===== src/rtl/bus_arb_pkg.sv =====
// Shared types and helpers for the broadcast-bus arbiter.
// Holds the FSM encoding, the broadcast ID default and the destination-ID extractor.
package bus_arb_pkg;

  typedef enum logic {IDLE, SEND} arb_state_t;

  localparam int ID_W = 8;
  localparam logic [ID_W-1:0] BC_ID_DEFAULT = 8'hFF;

  // Destination ID lives in the top ID_W bits of a w-bit packet.
  function automatic logic [ID_W-1:0] id_of(input logic [63:0] pkt, input int w);
    return ID_W'(pkt >> (w - ID_W));
  endfunction

endpackage


===== src/rtl/bus_arbiter_rr_picker.sv =====
// Combinational round-robin picker: first set req bit searching upward from last+1, wrapping.
// Zero latency; valid is low when no request is pending.
module rr_picker #(
  parameter int n  = 4,
  parameter int lw = $clog2(n)
) (
  input  logic [n-1:0]  req,
  input  logic [lw-1:0] last,
  output logic [lw-1:0] idx,
  output logic          valid
);

  logic          found;
  logic [lw-1:0] cand;

  always_comb begin
    idx   = '0;
    found = 1'b0;
    cand  = '0;
    for (int i = 1; i <= n; i++) begin
      cand = lw'((int'(last) + i) % n);
      if (!found && req[cand]) begin
        idx   = cand;
        found = 1'b1;
      end
    end
    valid = found;
  end

endmodule


===== src/rtl/bus_arbiter.sv =====
// Round-robin bus master: grant/pop at edge N, push at N+1, so 2 cycles per packet minimum.
// Stalls while any target FIFO is full; BUS_ARB_WATCHDOG_EN adds a stall timeout with drop pulse.
module bus_arbiter
  import bus_arb_pkg::*;
#(
  parameter int              drvrs   = 4,
  parameter int              width   = 16,
  parameter logic [ID_W-1:0] bc_id   = BC_ID_DEFAULT,
  parameter int              timeout = 16,
  localparam int             GW      = $clog2(drvrs)
) (
  input  logic                   clk,
  input  logic                   rst_n,
  input  logic [drvrs-1:0]       pndng_i,
  input  logic [drvrs*width-1:0] dato_i,
  output logic [drvrs-1:0]       pop_o,
  input  logic [drvrs-1:0]       full_i,
  output logic [drvrs-1:0]       push_o,
  output logic [width-1:0]       bus_o,
  output logic [GW-1:0]          grant_o,
  output logic                   busy_o,
  output logic                   drop_o
);

  localparam logic [drvrs-1:0] ONE = drvrs'(1);

  arb_state_t       state;
  logic [GW-1:0]    pick_idx;
  logic             pick_vld;
  logic [ID_W-1:0]  id;
  logic [drvrs-1:0] mask;
  logic             stall;

  rr_picker #(.n(drvrs), .lw(GW)) u_pick (
    .req   (pndng_i),
    .last  (grant_o),
    .idx   (pick_idx),
    .valid (pick_vld)
  );

  // Target set is derived from the latched packet, so it stays stable across a stall.
  always_comb begin
    id   = id_of(64'(bus_o), width);
    mask = '0;
    if (id == bc_id)
      mask = ~(ONE << grant_o);
    else if (int'(id) < drvrs)
      mask = ONE << id;
    stall = |(mask & full_i);
  end

`ifdef BUS_ARB_WATCHDOG_EN
  localparam int CW = $clog2(timeout + 1);
  logic [CW-1:0] stall_cnt;
`endif

  always_ff @(posedge clk or negedge rst_n) begin
    if (!rst_n) begin
      state   <= IDLE;
      pop_o   <= '0;
      push_o  <= '0;
      bus_o   <= '0;
      busy_o  <= 1'b0;
      grant_o <= GW'(drvrs - 1);
`ifdef BUS_ARB_WATCHDOG_EN
      drop_o    <= 1'b0;
      stall_cnt <= '0;
`endif
    end else begin
      pop_o  <= '0;
      push_o <= '0;
`ifdef BUS_ARB_WATCHDOG_EN
      drop_o <= 1'b0;
`endif
      case (state)
        IDLE: begin
          if (pick_vld) begin
            grant_o <= pick_idx;
            bus_o   <= dato_i[int'(pick_idx)*width +: width];
            pop_o   <= ONE << pick_idx;
            busy_o  <= 1'b1;
            state   <= SEND;
`ifdef BUS_ARB_WATCHDOG_EN
            stall_cnt <= '0;
`endif
          end
        end
        SEND: begin
          if (mask == '0) begin
            busy_o <= 1'b0;
            state  <= IDLE;
`ifdef BUS_ARB_WATCHDOG_EN
            drop_o <= 1'b1;
`endif
          end else if (!stall) begin
            push_o <= mask;
            busy_o <= 1'b0;
            state  <= IDLE;
          end
`ifdef BUS_ARB_WATCHDOG_EN
          else if (stall_cnt == CW'(timeout - 1)) begin
            drop_o <= 1'b1;
            busy_o <= 1'b0;
            state  <= IDLE;
          end else begin
            stall_cnt <= stall_cnt + 1'b1;
          end
`endif
        end
        default: state <= IDLE;
      endcase
    end
  end

`ifndef BUS_ARB_WATCHDOG_EN
  assign drop_o = 1'b0;
`endif

endmodule


===== config.mk =====
export PLATFORM = sky130hd
export DESIGN_NAME = bus_arbiter
export DESIGN_NICKNAME = d
export VERILOG_FILES = /design/src/rtl/bus_arb_pkg.sv /design/src/rtl/bus_arbiter_rr_picker.sv /design/src/rtl/bus_arbiter.sv
export SDC_FILE = /design/constraint.sdc
export NUM_CORES = 1
export LEC_CHECK = 0
export CAP_MARGIN = 30
export CORE_MARGIN = 2
export CORE_UTILIZATION = 52
export CTS_CLUSTER_DIAMETER = 120
export CTS_CLUSTER_SIZE = 8
export DETAILED_ROUTE_END_ITERATION = 7
export DONT_BUFFER_PORTS = 1
export PLACE_DENSITY = 0.75
export SLEW_MARGIN = 20
export SYNTH_ARGS = -nofsm -noshare
export SYNTH_HDL_FRONTEND = slang
export SYNTH_HIERARCHICAL = 1
export SYNTH_SLANG_ARGS = --single-unit

===== constraint.sdc =====
create_clock -name clk -period 3.6 [get_ports clk]
set_input_delay 1.08 -clock clk [delete_from_list [all_inputs] [get_ports clk]]
set_output_delay 1.08 -clock clk [all_outputs]
set_load 0.02 [all_outputs]

==> flow_summary.ini, run 1 <==
[sta]
max_freq_mhz = 429.6
final-setup-viol-count = 0
timing.final.crit_share = 0.6465
drv_slew = 0
tightest_slew_ns = 0.6680
layout_min_cycle_time_ns = 2.328
layout_setup_ws_ns = 1.273
rsz0062_at_grt = false
max-slew-margin-rel = 0.5537
fin_setup_tns_ns = 0
finalHoldViolations = 0
timing.hold.ws_ns = 0.4009
skew_ns = 0.004753

[cells_and_area]
final_core_util = 0.5839
num_antenna_cells = 0
drive_gt1_frac = 0.2327
area_delta_synth_final_pct = 5.694
final_nets = 234
nFillCells = 289

[synth]
post_synth_num_cell_types = 37
synth-simple-area-share = 0.2197
synth_xor_area_frac = 0
synth-adder-area-share = 0
synth_top_area_cell = dfrtp_1
ys_seq_area_frac = 0.4102
synth_ff_type = dfrtp_1
synth_mux_area_frac = 0.2416
synth-compound-area-share = 0.09854
ys_async_sr_fraction = 1.000
synth_nets = 234
postSynthCellCount = 160
ys_ff_latch = 28
syn_area_per_cell_um2 = 10.71
ys_warn_count = 6
synth_edf_count = 0
synth_top_area_share = 0.3796
synthesis.area_um2 = 1714
synth_top_family_by_area = multiplexers
synth.area.top_cells = dfrtp_1, mux4_2, nand2_1

[setup_path]
end_kind = flip-flop
slowest_delay_ns = 0.54
critPathSlowestCell = mux4_2
r2r-end = bus_o[8]
r2r-start = grant_o[1]
cp-endpoint = bus_o[8]
path_cells = and2b_1 -> a21oi_2 -> o221ai_2 -> buf_4 -> mux4_2 -> nand2_1 -> o21ai_0
reg2reg_depth = 7
required_ns = 3.82
worstPathMaxFanout = 20
cp-start-kind = input pin
startpoint = pndng_i[2]
worstPathArrival_ns = 2.55
critical_path_class = input pin to flip-flop
r2r_slack_ns = 1.28

[die]
core_um2 = 3103
initial_core_util = 0.5524
rows = 20
die_h_um = 61.42
ios = 102
die-area_um2 = 3772
die_w_um = 61.42

[routing]
top_layer = met4
wl_um = 3931
wire_per_inst_um = 19.36
wl_met3_um = 336
met1Wirelength_um = 1393
drc = 0
final_antenna_net_count = 0
first_pass_iters = 4
met2WireLength_um = 2146
vias = 1260
drtIter0Drc = 63
vias_per_cell = 6.207

[cts]
post-cts-setup-buffer-count = 0
clkTransAtPathRegs_ns = 0.16
cts_hold_buf = 0
cts_sinks = 28
clock_path_buffers = 2
cts_tree = yes
htreeDepth = 1
cts_buffers = 3
post_cts_resized = 0
cts_root_buf = clkbuf_4
clk_latency_ns = 0.34

[place]
gp_congestion = 0.8554
place_hpwl_um = 3059
place_ws_ns = 0.8794
portBuffers = 0

[grt]
grt_pass1_vias = 1353
grt_max_degree = 29
grt_pass1_wl_um = 6099
grt.overflow.total = 0
grt_use_total = 0.2224
grt_antenna_before_repair = 0

[run_status]
status = finished clean

[power]
leakage_nw = 0.7749
finalPower_w = 0.001465
pwr_density_cell_nw_per_um2 = 808.7
peakVddDrop_mv = 0.3171

[run]
max-cap-violations = 0

[min_path]
hold_class = input pin to async pin
[worst min path at each step]
stage | cells past startpoint | end | slack [ns]
after floorplan | 2 | state | 0.53
after global placement | 2 | state | 0.55
after detailed placement | 2 | grant_o[0] | 0.58
after CTS | 0 | pop_o[1] | 0.41
after global routing | 0 | bus_o[14] | 0.38
final | 0 | push_o[1] | 0.40
[state kept, by name, summed over array words and instances (netlist names)]
name	cells
busy_o	1
bus_o	16
push_o	4
pop_o	4
grant_o	2
state	1
[metrics by stage]
stage	std cells	instance area (µm²)
3_5_place_dp	199	1759
5_1_grt	203	1812
6_report	203	1812
4_1_cts	203	1812
3_3_place_gp	199	1759
2_1_floorplan	160	1714
[routing by layer]
layer | track usage | vias to the layer above
li1 | - | 574
met3 | 0.04622 | 5
met2 | 0.3875 | 75
met1 | 0.2700 | 606
met5 | 0 | -
met4 | 0.09119 | 0
[report_power, final]
group,switching (W),internal [W]
registers,0.000304,0.000438
logic,0.000238,0.000272
clock network,0.0000995,0.000113
[Yosys cell counts, types with 2 or more instances]
| cell type | count |
|---|---|
| mux4_2 | 17 |
| dfstp_2 | 2 |
| clkbuf_1 | 5 |
| o21ai_0 | 2 |
| nand2b_1 | 5 |
| a22oi_1 | 2 |
| dfrtp_1 | 26 |
| a21oi_1 | 2 |
| nor2_1 | 6 |
| inv_1 | 3 |
| nand2_1 | 56 |
| nor2b_1 | 2 |
| a32oi_1 | 2 |
| buf_2 | 2 |
| nand4_1 | 2 |
| nor3_1 | 4 |
| mux2i_1 | 2 |
[layout make-up]
class                      instances  area [µm²]  area share
clock buffer                       3       22.52     0.01243
tap                               44       55.05     0.03039
sequential                        28       703.2      0.3881
inverter                           3       11.26    0.006215
multi-input combinational        121       967.2      0.5338
clock inverter                     1       30.03     0.01657
timing repair buffer               3       22.52     0.01243
[logic make-up after synthesis]
| group | Yosys count |
|---|---|
| flops | 28 |
| compound gates | 18 |
| mux | 20 |
| buf+inv | 11 |
| other cells | 1 |
| simple gates | 82 |
[layout by cell type, fill, tap and decap left out]
master / Yosys / routed
a2111oi_4: 1 / 1
a2111oi_0: 1 / 1
a311o_2: 1 / 1
nor2b_1: 2 / 2
clkbuf_4: 0 / 3
a21oi_2: 1 / 2
buf_4: 1 / 3
nand4_1: 2 / 2
a32o_2: 1 / 1
and3_1: 1 / 1
mux2i_1: 2 / 2
nand3b_2: 1 / 1
a21oi_1: 2 / 1
inv_1: 3 / 3
a311o_1: 1 / 1
dfstp_2: 2 / 2
o21ai_0: 2 / 2
o22a_1: 1 / 1
nor3_4: 1 / 1
and2b_1: 1 / 1
mux4_2: 17 / 17
or2_2: 1 / 1
nand2b_1: 5 / 5
bufinv_16: 0 / 1
or4_4: 1 / 1
mux2_1: 1 / 1
conb_1: 1 / 1
a2bb2oi_1: 1 / 1
a31oi_1: 1 / 1
dfrtp_1: 26 / 26
a32oi_1: 2 / 2
a22oi_1: 2 / 2
nor2_1: 6 / 6
nand2_1: 56 / 56
o221ai_2: 1 / 1
nor3_1: 4 / 4
nor2b_2: 1 / 1
[worst max-delay path, delay by kind of cell]
kind | cells | cell delay, ns
and+or+nand+nor | 2 | 0.29
buffers and inverters | 1 | 0.35
muxes | 1 | 0.54
AOI/OAI and AO/OA | 3 | 0.26
Note: power is estimated with default switching activity, not from simulation.
==> run 2: changes to the inputs <==
--- a/config.mk
+++ b/config.mk
@@ -12,7 +12,7 @@
 export CTS_CLUSTER_SIZE = 8
 export DETAILED_ROUTE_END_ITERATION = 7
 export DONT_BUFFER_PORTS = 1
-export PLACE_DENSITY = 0.75
+export PLACE_DENSITY = 0.78
 export SLEW_MARGIN = 20
 export SYNTH_ARGS = -nofsm -noshare
 export SYNTH_HDL_FRONTEND = slang
==> constraint.sdc (replaced) <==
create_clock -name clk -period 1.9 [get_ports clk]
set_input_delay 0.57 -clock clk [delete_from_list [all_inputs] [get_ports clk]]
set_output_delay 0.57 -clock clk [all_outputs]
set_load 0.02 [all_outputs]
==> flow_summary.ini, run 2 (synthesis gave the netlist of run 1 again) <==
[die]
die_w_um = 61.42
die-area_um2 = 3772
rows = 20
core_um2 = 3103
initial_core_util = 0.5524
ios = 102
die_h_um = 61.42

[cells_and_area]
nFillCells = 263
seqCellArea_um2 = 703.2
largest_reg_flops = 16
reg.largest.list = bus_o (16), pop_o (4), push_o (4)
final_nets = 258
final_core_util = 0.6778
mostFrequentLayoutCells = nand2_1, dfrtp_1, buf_4
regMostFlops = bus_o
final_common_cell = nand2_1
area_delta_synth_final_pct = 22.70
num_antenna_cells = 0
multi_input_area_um2 = 1021
drive_gt1_frac = 0.3880

[cts]
clkTransAtPathRegs_ns = 0.17
cts_buffers = 3
clk_latency_ns = 0.34
htreeDepth = 1
clock_path_buffers = 2
cts_sinks = 28
cts_root_buf = clkbuf_4
cts_tree = yes

[sta]
timing.final.crit_share = 1.061
finalHoldViolations = 0
rsz0062_at_grt = true
final-setup-viol-count = 21
skew_ns = 0.004480
drv_slew = 0
layout_setup_ws_ns = -0.1151
max_freq_mhz = 496.3
layout_min_cycle_time_ns = 2.015

[grt]
grt_antenna_before_repair = 0
grt_max_degree = 27
grt_pass1_wl_um = 6906
grt.overflow.total = 0
grt_pass1_vias = 1435
grt_use_total = 0.2529

[setup_path]
r2r-end = bus_o[5]
required_ns = 2.16
path_cells = nand2b_4 -> a21oi_2 -> o221ai_4 -> clkbuf_16 -> mux4_2 -> nand2_1 -> nand2_1
cpMostUsedCell = nand2_1
slowest_delay_ns = 0.63
r2r_slack_ns = -0.12
end_kind = flip-flop
reg2reg_depth = 7
r2r-start = grant_o[1]
cp-start-kind = flip-flop
worstPathMaxFanout = 8
critical_path_class = flip-flop to flip-flop
worstPathArrival_ns = 2.27
critPathSlowestCell = dfstp_2

[min_path]
hold_class = input pin to async pin

[place]
gp_congestion = 0.8948
portBuffers = 0
place_hpwl_um = 3506

[run_status]
status = finished with violations
violations = negative setup slack

[routing]
drc = 0
wl_met3_um = 333
met1Wirelength_um = 1613
vias_per_cell = 6.044
drtIter0Drc = 92
final_antenna_net_count = 0
first_pass_iters = 4
top_layer = met4
wl_um = 4544
wire_per_inst_um = 20.02
vias = 1372
met2WireLength_um = 2565

[power]
combPwrFrac = 0.517
clock_power_share = 0.126
finalPower_w = 0.003267
seqPwrFrac = 0.357
p_sw_frac = 0.4166
p_sw_w = 0.001361
peakVddDrop_mv = 0.8126
pwr_density_cell_nw_per_um2 = 1553
leakage_nw = 0.9205
internal_power_w = 0.001906

[run]
max-cap-violations = 0
run 2: cell count changes in the layout (fill, tap and decap cells not counted), sizes merged:
cell,change
dlygate4sd3,+1
buf,+22
clkbuf,+1
run 2: worst max-delay path, delay by kind of cell, from the launching register on:
family	cells	cell delay, ns
buf+inv	1	0.23
compound gates	2	0.30
mux	1	0.50
flops	1	0.63
simple gates	3	0.27
run 2: final cells by class:
cell class | count | share of cell area
timing repair buffer | 27 | 0.1237
clock inverter | 1 | 0.01428
sequential | 28 | 0.3343
inverter | 3 | 0.005354
clock buffer | 3 | 0.01071
tap | 44 | 0.02617
multi-input combinational | 121 | 0.4854
run 2: what timing repair did:
action | 4_1_cts | 5_1_grt
hold buffers | 1 | 1
endpoints found under the setup margin | 17 | 22
endpoints found under the hold margin | 26 | 14
setup buffers | 1 | 0
pin swaps | 2 | 3
gates resized for setup | 5 | 9
cloned | 0 | 1
run 2: worst max-delay path by stage:
| stage | startpoint | to | slack [ns] | cells after the start |
|---|---|---|---|---|
| global placement | pndng_i[2] | bus_o[8] | -0.09 | 7 |
| detailed placement | pndng_i[2] | bus_o[8] | -0.18 | 7 |
| finish | grant_o[1] | bus_o[5] | -0.12 | 7 |
| global route | grant_o[1] | busy_o | -0.18 | 7 |
| CTS | grant_o[1] | bus_o[8] | -0.12 | 7 |
| floorplan | grant_o[1] | bus_o[8] | -0.11 | 7 |
run 2: power by group through the flow:
stage | sequential, W | clock, W | combinational (W)
CTS | 0.00116 | 0.000409 | 0.00160
global placement | 0.00118 | 0 | 0.00150
detailed placement | 0.00118 | 0 | 0.00154
floorplan | 0.00133 | 0 | 0.000860
global route | 0.00120 | 0.000438 | 0.00184
finish | 0.00117 | 0.000411 | 0.00169
run 2: metal layers:
metal | vias up | GRT usage
li1 | 623 | -
met1 | 670 | 0.3032
met2 | 75 | 0.4666
met3 | 4 | 0.04412
met4 | 0 | 0.06991
met5 | - | 0
run 2: through the flow:
step,hold WS [ns],setup slack [ns],TNS (ns),cell area [µm²],std cells
floorplan,0.2744,-0.1058,-1.323,1723,160
global placement,0.2749,-0.09040,-1.046,1934,219
detailed placement,0.2750,-0.1811,-1.886,1934,219
CTS,0.01334,-0.1180,-1.500,2034,225
global route,0.005923,-0.1780,-3.141,2103,227
finish,0.03564,-0.1151,-1.649,2103,227
==> variant: new RTL, settings of run 2 <==
`width`: 16 -> 12.
--- a/src/rtl/bus_arbiter.sv
+++ b/src/rtl/bus_arbiter.sv
@@ -4,7 +4,7 @@
   import bus_arb_pkg::*;
 #(
   parameter int              drvrs   = 4,
-  parameter int              width   = 16,
+  parameter int              width   = 12,
   parameter logic [ID_W-1:0] bc_id   = BC_ID_DEFAULT,
   parameter int              timeout = 16,
   localparam int             GW      = $clog2(drvrs)
Interface: changed (resized bus_o and dato_i); port bits go from 102 to 82. The function was not compared with the original's and may differ.
==> variant against run 2 <==
  * The run still ends with setup timing left
  * Cell area fell by 17%
  * Setup slack improved by 0.036 ns
  * Die area fell by 13%
  * Power fell by 17%
  * Sequential cell count fell by 4
  * Routed wire length fell by 16%
  * Non-clock buffer count fell by 7
  * Area after synthesis fell by 14%
==> variant: results (changes against run 2) <==
[routing]
routed-wl-met2_um = 2080  ; -19%
vias_per_cell = 6.59  ; +9.0%
drt-met1-wl_um = 1360  ; -16%

[logic_synthesis]
synth_compound_area_share_pct = 12.2  ; +2.3 points
synth.area.top_cells = dfrtp_1 (37%), mux4_2 (18%), nand2_1 (11%), dfstp_2 (3.6%), nand2b_1 (2.1%)
yosys-top-cells-count = nand2_1 (42), dfrtp_1 (22), mux4_2 (12), nor2_1 (6)
synth_mux_area_share_pct = 21.1  ; -3.1 points
postSynthAreaPerCell_um2 = 10.3  ; -3.5%
synth.net_count = 201  ; -14%

[power]
intPower_uw = 1570  ; -18%
pwr-share-comb_pct = 51.3  ; -0.4 points
p_clk_uw = 382  ; -7.1%
p_leak_uw = 0.000757  ; -18%

[timing]
layout_setup_ws_ns = -0.0790  ; +0.0361 ns
setup_viol = 14  ; -33%
fin_tns_setup_ns = -0.864  ; +0.785 ns

[global_route]
grt_pass1_wl_um = 6130  ; -11%
met1_usage_pct = 30.1  ; -0.18 points
track_usage_pct = 24.4  ; -0.90 points
met3_usage_pct = 5.90  ; +1.5 points

[cells_and_area]
nNetsFinal = 218  ; -16%
fillers = 224  ; -15%
stdcell_count = 190  ; -16%
reg_top3 = bus_o (12), pop_o (4), push_o (4)

[placed_design]
postPlaceCellArea_mm2 = 0.00164  ; -15%
hpwlAfterDp_um = 2780  ; -21%
gp_congestion = 0.830  ; -7.2%
place_ws_ns = -0.125  ; +0.0558 ns

[status]
outcome = complete, but fails checks
failed_checks = setup timing

[worst_setup_path]
crit_arrival_ns = 2.22  ; -0.05 ns

[clock_tree]
cts-resized-gates = 4  ; -1

variant: cell count changes after synthesis, sizes merged, moves of 2 or more:
cell   change
a22oi      -2
dfrtp      -4
mux4       -5
nand2     -14
nor2b      -2
o21ai      +3
or3        +2
variant: layout make-up:
class                   count  area [µm²]  area share (%)
flip-flops and latches     24         603            34.7
clock inverters             1        30.0            1.73
multi-input cells         107         856            49.2
inverters                   4        15.0           0.864
clock buffers               3        22.5            1.30
well taps                  31        38.8            2.23
repair buffers             20         173            9.94
variant: worst paths after layout:
path	start	end	slack [ns]	depth (start not counted)
setup / recovery	grant_o[1]	bus_o[7]	-0.08	7
hold / removal	rst_n	grant_o[0]	0.07	0
setup reg to reg	grant_o[1]	bus_o[7]	-0.08	7
hold reg to reg	grant_o[0]	grant_o[0]	0.57	2
max in group asynchronous	rst_n	bus_o[3]	1.36	1
min in group clk	full_i[0]	push_o[0]	0.30	1
